<file path="config.mk">
export PLATFORM = sky130hd
export DESIGN_NAME = exec_datapath_core
export DESIGN_NICKNAME = d
export VERILOG_FILES = /design/src/rtl/exec_datapath_core.sv
export SDC_FILE = /design/constraint.sdc
export NUM_CORES = 2
export LEC_CHECK = 0
export CAP_MARGIN = 20
export CORE_AREA = 2 2 724 726
export DETAILED_ROUTE_END_ITERATION = 10
export DIE_AREA = 0 0 726 728
export PLACE_DENSITY_LB_ADDON = 0.15
export SYNTH_ARGS = -nofsm -noshare
export SYNTH_HDL_FRONTEND = slang
export SYNTH_SLANG_ARGS = --single-unit
</file>
<file path="constraint.sdc">
create_clock -name clk -period 26.7 [get_ports clk]
set_input_delay 8.01 -clock clk [delete_from_list [all_inputs] [get_ports clk]]
set_output_delay 8.01 -clock clk [all_outputs]
set_load 0.01 [all_outputs]
</file>
<file path="src/rtl/exec_datapath_core.sv">
// ---------------------------------------------------------------------------
// exec_datapath_core
//
// Execute-stage core of a single-cycle RV64I processor. It holds the 32x64
// register file, the ALU-operation decoder and the 64-bit ALU.
//
// Register reads, the decoded operation and the ALU result are combinational.
// Register writeback happens at the rising edge of clk.
//
// Ports
//   clk          in   1     system clock, rising edge
//   reset        in   1     synchronous active-high reset; clears every register
//   regwrite     in   1     register write enable
//   rs1_addr     in   5     read address 1 (instruction[19:15])
//   rs2_addr     in   5     read address 2 (instruction[24:20])
//   rd_addr      in   5     write address (instruction[11:7]); x0 is never written
//   rd_data      in   64    writeback data
//   instruction  in   32    current instruction; funct3 and funct7[5] are used
//   alusel1      in   3     ALU class from main control
//   alu_b        in   64    ALU operand B (register or immediate, muxed outside)
//   reg_out1     out  64    register[rs1_addr]; this is also ALU operand A
//   reg_out2     out  64    register[rs2_addr]
//   alusel2      out  3     decoded ALU operation
//   alu_out      out  64    ALU result
//   alu_zero     out  1     alu_out == 0
//   alu_ovr      out  1     signed overflow of ADD/SUB, otherwise 0
// ---------------------------------------------------------------------------
module exec_datapath_core #(
    parameter int XLEN  = 64,
    parameter int NREGS = 32
) (
    input  logic            clk,
    input  logic            reset,
    input  logic            regwrite,
    input  logic [4:0]      rs1_addr,
    input  logic [4:0]      rs2_addr,
    input  logic [4:0]      rd_addr,
    input  logic [XLEN-1:0] rd_data,
    input  logic [31:0]     instruction,
    input  logic [2:0]      alusel1,
    input  logic [XLEN-1:0] alu_b,
    output logic [XLEN-1:0] reg_out1,
    output logic [XLEN-1:0] reg_out2,
    output logic [2:0]      alusel2,
    output logic [XLEN-1:0] alu_out,
    output logic            alu_zero,
    output logic            alu_ovr
);

    localparam int SHW = $clog2(XLEN);

    // ALU operation encoding carried on alusel2
    localparam logic [2:0] OP_AND = 3'b000;
    localparam logic [2:0] OP_OR  = 3'b001;
    localparam logic [2:0] OP_ADD = 3'b010;
    localparam logic [2:0] OP_XOR = 3'b011;
    localparam logic [2:0] OP_SLL = 3'b100;
    localparam logic [2:0] OP_SRL = 3'b101;
    localparam logic [2:0] OP_SUB = 3'b110;
    localparam logic [2:0] OP_SLT = 3'b111;

    // -----------------------------------------------------------------------
    // Register file: one row per generate iteration. Row 0 never sees a write
    // enable, so it holds zero after reset. The read mux below also forces x0
    // to zero, which covers the time before the first reset.
    // -----------------------------------------------------------------------
    logic [XLEN-1:0] regs_q [NREGS];
    logic            wr_en;

    assign wr_en = regwrite && (rd_addr != 5'd0);

    genvar gi;
    generate
        for (gi = 0; gi < NREGS; gi++) begin : g_row
            always_ff @(posedge clk) begin
                if (reset) begin
                    regs_q[gi] <= '0;
                end else if (wr_en && (rd_addr == 5'(gi))) begin
                    regs_q[gi] <= rd_data;
                end
            end
        end
    endgenerate

    // Reads see the stored value, so a same-cycle write becomes visible only
    // after the edge.
    assign reg_out1 = (rs1_addr == 5'd0) ? '0 : regs_q[rs1_addr];
    assign reg_out2 = (rs2_addr == 5'd0) ? '0 : regs_q[rs2_addr];

    // -----------------------------------------------------------------------
    // ALU-operation decode
    // -----------------------------------------------------------------------
    logic [2:0] funct3;
    logic       funct7_b5;

    assign funct3    = instruction[14:12];
    assign funct7_b5 = instruction[30];

    always_comb begin
        alusel2 = OP_ADD;
        case (alusel1)
            3'b000: alusel2 = OP_ADD;    // load/store address
            3'b001: alusel2 = OP_SUB;    // branch compare
            3'b010, 3'b011: begin        // R-type / I-type arithmetic
                case (funct3)
                    3'b000: alusel2 = (alusel1 == 3'b010 && funct7_b5) ? OP_SUB : OP_ADD;
                    3'b001: alusel2 = OP_SLL;
                    3'b010: alusel2 = OP_SLT;
                    3'b011: alusel2 = OP_ADD;
                    3'b100: alusel2 = OP_XOR;
                    3'b101: alusel2 = OP_SRL;
                    3'b110: alusel2 = OP_OR;
                    3'b111: alusel2 = OP_AND;
                    default: alusel2 = OP_ADD;
                endcase
            end
            default: alusel2 = OP_ADD;   // unused classes
        endcase
    end

    // -----------------------------------------------------------------------
    // ALU
    // -----------------------------------------------------------------------
    logic [XLEN-1:0] op_a;
    logic [XLEN-1:0] sum;
    logic [XLEN-1:0] diff;
    logic [SHW-1:0]  shamt;
    logic            slt;

    assign op_a  = reg_out1;
    assign sum   = op_a + alu_b;
    assign diff  = op_a - alu_b;
    assign shamt = alu_b[SHW-1:0];
    assign slt   = $signed(op_a) < $signed(alu_b);

    always_comb begin
        alu_out = '0;
        alu_ovr = 1'b0;
        case (alusel2)
            OP_AND: alu_out = op_a & alu_b;
            OP_OR:  alu_out = op_a | alu_b;
            OP_ADD: begin
                alu_out = sum;
                // Operands agree in sign but the result does not
                alu_ovr = (op_a[XLEN-1] == alu_b[XLEN-1]) && (sum[XLEN-1] != op_a[XLEN-1]);
            end
            OP_XOR: alu_out = op_a ^ alu_b;
            OP_SLL: alu_out = op_a << shamt;
            OP_SRL: alu_out = op_a >> shamt;
            OP_SUB: begin
                alu_out = diff;
                // Operands differ in sign and the result left A's sign
                alu_ovr = (op_a[XLEN-1] != alu_b[XLEN-1]) && (diff[XLEN-1] != op_a[XLEN-1]);
            end
            OP_SLT: alu_out = {{(XLEN-1){1'b0}}, slt};
            default: alu_out = '0;
        endcase
    end

    assign alu_zero = (alu_out == '0);

    // Remaining instruction fields are decoded elsewhere in the processor
    logic unused_instr_bits;
    assign unused_instr_bits = ^{instruction[31], instruction[29:15], instruction[11:0]};

endmodule

</file>
Word level (Yosys, flattened, before mapping). Memory sizes are Yosys's and may differ from the RTL's. Index checks and enable logic that the tools add are counted.

Bitwise logic cells: 35. Equality and inequality tests: 52. Reductions and logical operators: 44. $add $sub $neg: 2. Magnitude comparators: 1. Shifts and indexed selects: 2. Muxes and demuxes: 137.

Operators with widths (count): 64-bit two-way mux (34); 64-bit case mux with 8 select lines (1); 1-bit two-way mux (98); 5-bit == test (second input constant) (16); 64-bit adder (1); 64-bit bitwise AND (1); 64-bit zero test (1); 64-bit < comparator (1); 64-bit OR (1); 64-bit by 6-bit << shifter with 64-bit output (1); 64-bit by 6-bit >> shifter with 64-bit output (1); 64-bit subtractor (1); 64-bit bitwise XOR (1); 5-bit by 4-bit == test with 1-bit output (second input constant) (8); 1-bit logical AND (36); 1-bit OR (32); 3-bit == test (second input constant) (8); 3-bit case mux with 8 select lines (1); 5-bit by 3-bit == test with 1-bit output (second input constant) (4); 3-bit by 2-bit == test with 1-bit output (second input constant) (6); 5-bit zero test (3); 5-bit by 2-bit == test with 1-bit output (second input constant) (2); 3-bit by 1-bit == test with 1-bit output (second input constant) (3); 3-bit zero test (2); 8 further kinds (10).

Bits in writable memories: 2048. Register bits after elaboration: 0. Output and inout bits: 197. Word-level logic and storage cells: 274. Bits of input ports: 181. Memories: 1.

Memories: regs_q (words 32, width 64, read ports 2, clocked after memory_dff 0, write ports 32, line 67) `logic [XLEN-1:0] regs_q [NREGS];`.

Longest topological paths before layout.
Depth in word-level cells: 8. Gate-level depth with buffers: 31. Gate-level depth less buffers: 23.

Worst setup path after synthesis. Ideal clock, no wire load.

Path type: input-to-output. Start: input port rs1_addr[2]. End: output port alu_zero. Stages: 28. Setup slack: 3.709 ns. Arrival time: 14.981 ns. Path buffers: 6. Data required time: 18.690 ns. Path through: buf_4 > buf_4 > buf_4 > buf_2 > nor3b_1 > a221oi_1 > a32o_1 > or2_2 > clkbuf_1 > nor2_1 > ha_1 > clkbuf_1 > or2_2 > a211oi_1 > o21ba_2 > o21ai_0 > a2111o_1 > o2111a_1 > a2111oi_0 > nand3b_1 > o32a_1 > a2111o_1 > or4_1 > nor4_1 > nand4_1 > nor4b_2 > nand4_1 > nor4_2.

Cells in the longest elaborated chain, start to end: 5. Elaborated cells on any way between the ends: 13. Classes of those cells: add/sub: 2; order compare: 1; shift: 2; mux: 2; bitwise: 3; reduce/logical: 2; memory: 1.

RTL lines: from (decl) (line 35) `input logic [4:0] rs1_addr,`; memory 32 x 64 bit / 5-bit zero test (equally long branches); 64-bit two-way mux (*) (line 87) `assign reg_out1 = (rs1_addr == 5'd0) ? '0 : regs_q[rs1_addr];`; via reg_out1[4] (line 42) `output logic [XLEN-1:0] reg_out1,`; 64-bit subtractor, or another cell as far along (line 132) `assign diff = op_a - alu_b;`; 64-bit case mux with 8 select lines (*) (line 139) `case (alusel2)`; via alu_out[18] (line 45) `output logic [XLEN-1:0] alu_out,`; 64-bit zero test (*) (line 160) `assign alu_zero = (alu_out == '0);`; to (decl) (line 46) `output logic alu_zero,`.

The timed path passes the listed nets; every way through them passes the cells marked *.

Final worst setup path.
Start: input port rs1_addr[3]. End: output port alu_zero.

Cells in the longest elaborated chain, start to end: 5. Elaborated cells on any way between the ends: 13. Classes of those cells: add/sub: 2; order compare: 1; shift: 2; mux: 2; bitwise: 3; reduce/logical: 2; memory: 1.

RTL lines (line): memory 32 x 64 bit / 5-bit zero test (equally long branches); 64-bit two-way mux (*) (87); 64-bit subtractor, or another cell as far along (132); 64-bit case mux with 8 select lines (*) (139); 64-bit zero test (*) (160).

Mark *: on every way between the ends. The rest lies on a longest branch, timed or not.

==> impl_metrics.tcl <==
set metrics [dict create \
    fin_crit_sh 0.990 \
    ys_ff_latch 2048 \
    synth_cells 10400 \
    synth_top_area_cell "edfxtp_1" \
    synth_common_cells "edfxtp_1, and2_1, mux4_2, clkbuf_1, nor2_1" \
    synth.area.top_cells "edfxtp_1, mux4_2, and2_1" \
    ys_seq_area_frac 0.474 \
    cts_root_buffer "clkbuf_16" \
    fp-row-count 265 \
    netlist.area_leader.share 0.474 \
    start_kind "input pin" \
    port_buffers 349 \
    hpwl_microns 475000 \
    status "complete, no violations" \
    rsz0062_at_grt "false" \
    clk_pin_slew_worst_paths_ns 0.06 \
    arrival_ns 18.42 \
    die_x_microns 726 \
    grtUsageTotal 0.266 \
    synth-edff-count 2048 \
    hold_buffers 0 \
    clockBufferDepth 4 \
    numCtsBuffers 229 \
    setup_tns_ns 0 \
    synthDistinctLibCells 110 \
    area_delta_synth_final_pct 16.3 \
    regMostFlops "regs_q" \
    end_kind "output pin" \
    maxSlewViolCount 0 \
    tightest_slew_ns 1.40 \
    place_congestion 1.00 \
    core_sq_mm 0.520 \
    max_stage_delay_ns 0.77 \
    io_pins 378 \
    maxCapViolCount 0 \
    route.vias.total 102000 \
    worstSetupPathType "input pin to output pin" \
    ir_drop_v 0.0000522 \
    power_mw 9.47 \
    cts.sinks 2048 \
    largestRegisters "regs_q: 2048 flops" \
    period_needed_ns 26.43 \
    grt_overflow 0 \
    setup_viol 0 \
    postLayoutCoreUtil 0.290 \
    yosysMostFrequentCell "edfxtp_1" \
    dieArea_sq_mm 0.529 \
    start_util 0.250 \
    hp-class "input pin to register" \
    fin_area_sq_mm 0.151 \
    largest_reg_flops 2048 \
    drc_errors 0 \
    grt_max_degree 131 \
    slowest_stage "nor2_1" \
    ys_dominant_reg_cell "edfxtp_1" \
    leakage_nw 52.2 \
    grt_pass1_wl_microns 962000 \
    crit_path_frequent_cell "buf_4" \
    cts_tree "done" \
    wl_microns 728000 \
    finalHoldViolCount 0 \
    drtPass1Iterations 9 \
    max_freq_mhz 37.8 \
    drt-wirelength-per-cell_microns 41.1 \
    ant_nets 0 \
    die_h_microns 728 \
    cp_data_required_time_ns 18.69 \
    async_reset_ff_frac 0 \
    placed_area_sq_mm 0.143 \
    grt_antenna_before_repair 126 \
    crit_fanout 28 \
    netlist_area_sq_mm 0.130 \
    cellPowerDensity_mw_per_mm2 62.7 \
    avgViaCountPerCell 5.78 \
    h-tree-depth 4 \
    relSlewSlack 0.0646 \
    grt_pass1_vias 102000 \
    nNetsFinal 10900 \
    yosysWarnings 0 \
    drtIter0Drc 14300 \
    syn_area_per_cell_sq_um 12.5 \
    drive_above_1_share 0.202 \
]
[logic make-up after synthesis]
family,Yosys count,synth area share
adder cells (fa/ha/maj),195,0.0189
flip-flops,2048,0.474
multiplexers,1491,0.212
XOR/XNOR,45,0.00304
other,1,0.0000289
AND/OR/NAND/NOR,3667,0.158
buffers and inverters,1203,0.0392
AO/OA/AOI/OAI,1727,0.0944
[area by class of cell]
cell class,count,area (sq um)
multi-input combinational,7190,64500
inverter,198,748
sequential,2048,61500
clock inverter,138,1260
fill,53000,369000
antenna,30,75.1
clock buffer,278,5960
tap,6942,8690
timing repair buffer,890,8230
[stage by stage]
stage	worst slack, ns	hold slack [ns]	std cells
after floorplan	3.71	8.21	10400
after global placement	0.286	8.70	17200
after detailed placement	0.268	8.71	17300
after CTS	0.219	7.73	17700
after global routing	0.00548	7.76	17700
final	0.273	7.79	17700
[final timing paths]
kind | start | endpoint | cells past startpoint | slack (ns)
max | rs1_addr[3] | alu_zero | 29 | 0.27
min | reset | regs_q[0][33]$_SDFFCE_PN0P_ | 1 | 7.79
[cells in the final DEF (no fill, tap or decap), types with 53 or more instances in the layout]
cell / instances
a22o_1: 74
a22oi_1: 104
nor3_1: 159
edfxtp_1: 2048
mux2i_1: 408
ha_1: 193
nand2_1: 375
inv_1: 184
conb_1: 64
clkinv_1: 60
nor2_1: 505
nand3_1: 160
clkbuf_16: 231
nand4_1: 64
a31oi_1: 53
and2_1: 2012
o22ai_1: 173
o21ai_0: 245
a21oi_1: 297
a21o_1: 53
clkdlybuf4s50_1: 333
a211oi_1: 56
o221ai_1: 59
mux2_2: 73
mux4_2: 992
buf_4: 489
[timing repair]
item / CTS / global route
setup endpoints to repair: 0 / 1
setup buffers: 0 / 8
resized for setup: 0 / 1
[routing by layer]
layer,vias to the layer above,track usage,wire length (microns)
li1,40300,-,-
met1,54500,0.349,294000
met2,6155,0.430,334000
met3,1374,0.0494,62800
met4,36,0.116,37100
met5,-,0,231
[where the power goes]
part	internal (mW)	leakage, nW	switching, mW
sequential	3.72	19.5	0.0928
clock	1.79	3.54	1.40
combinational	0.844	29.1	1.62
[critical path: cells and delay by family]
| kind | cells | cell delay [ns] |
|---|---|---|
| fa+ha+maj | 1 | 0.57 |
| buf+inv | 8 | 2.42 |
| compound gates | 7 | 2.36 |
| simple gates | 13 | 4.82 |
(Power assumes the default switching activity.)
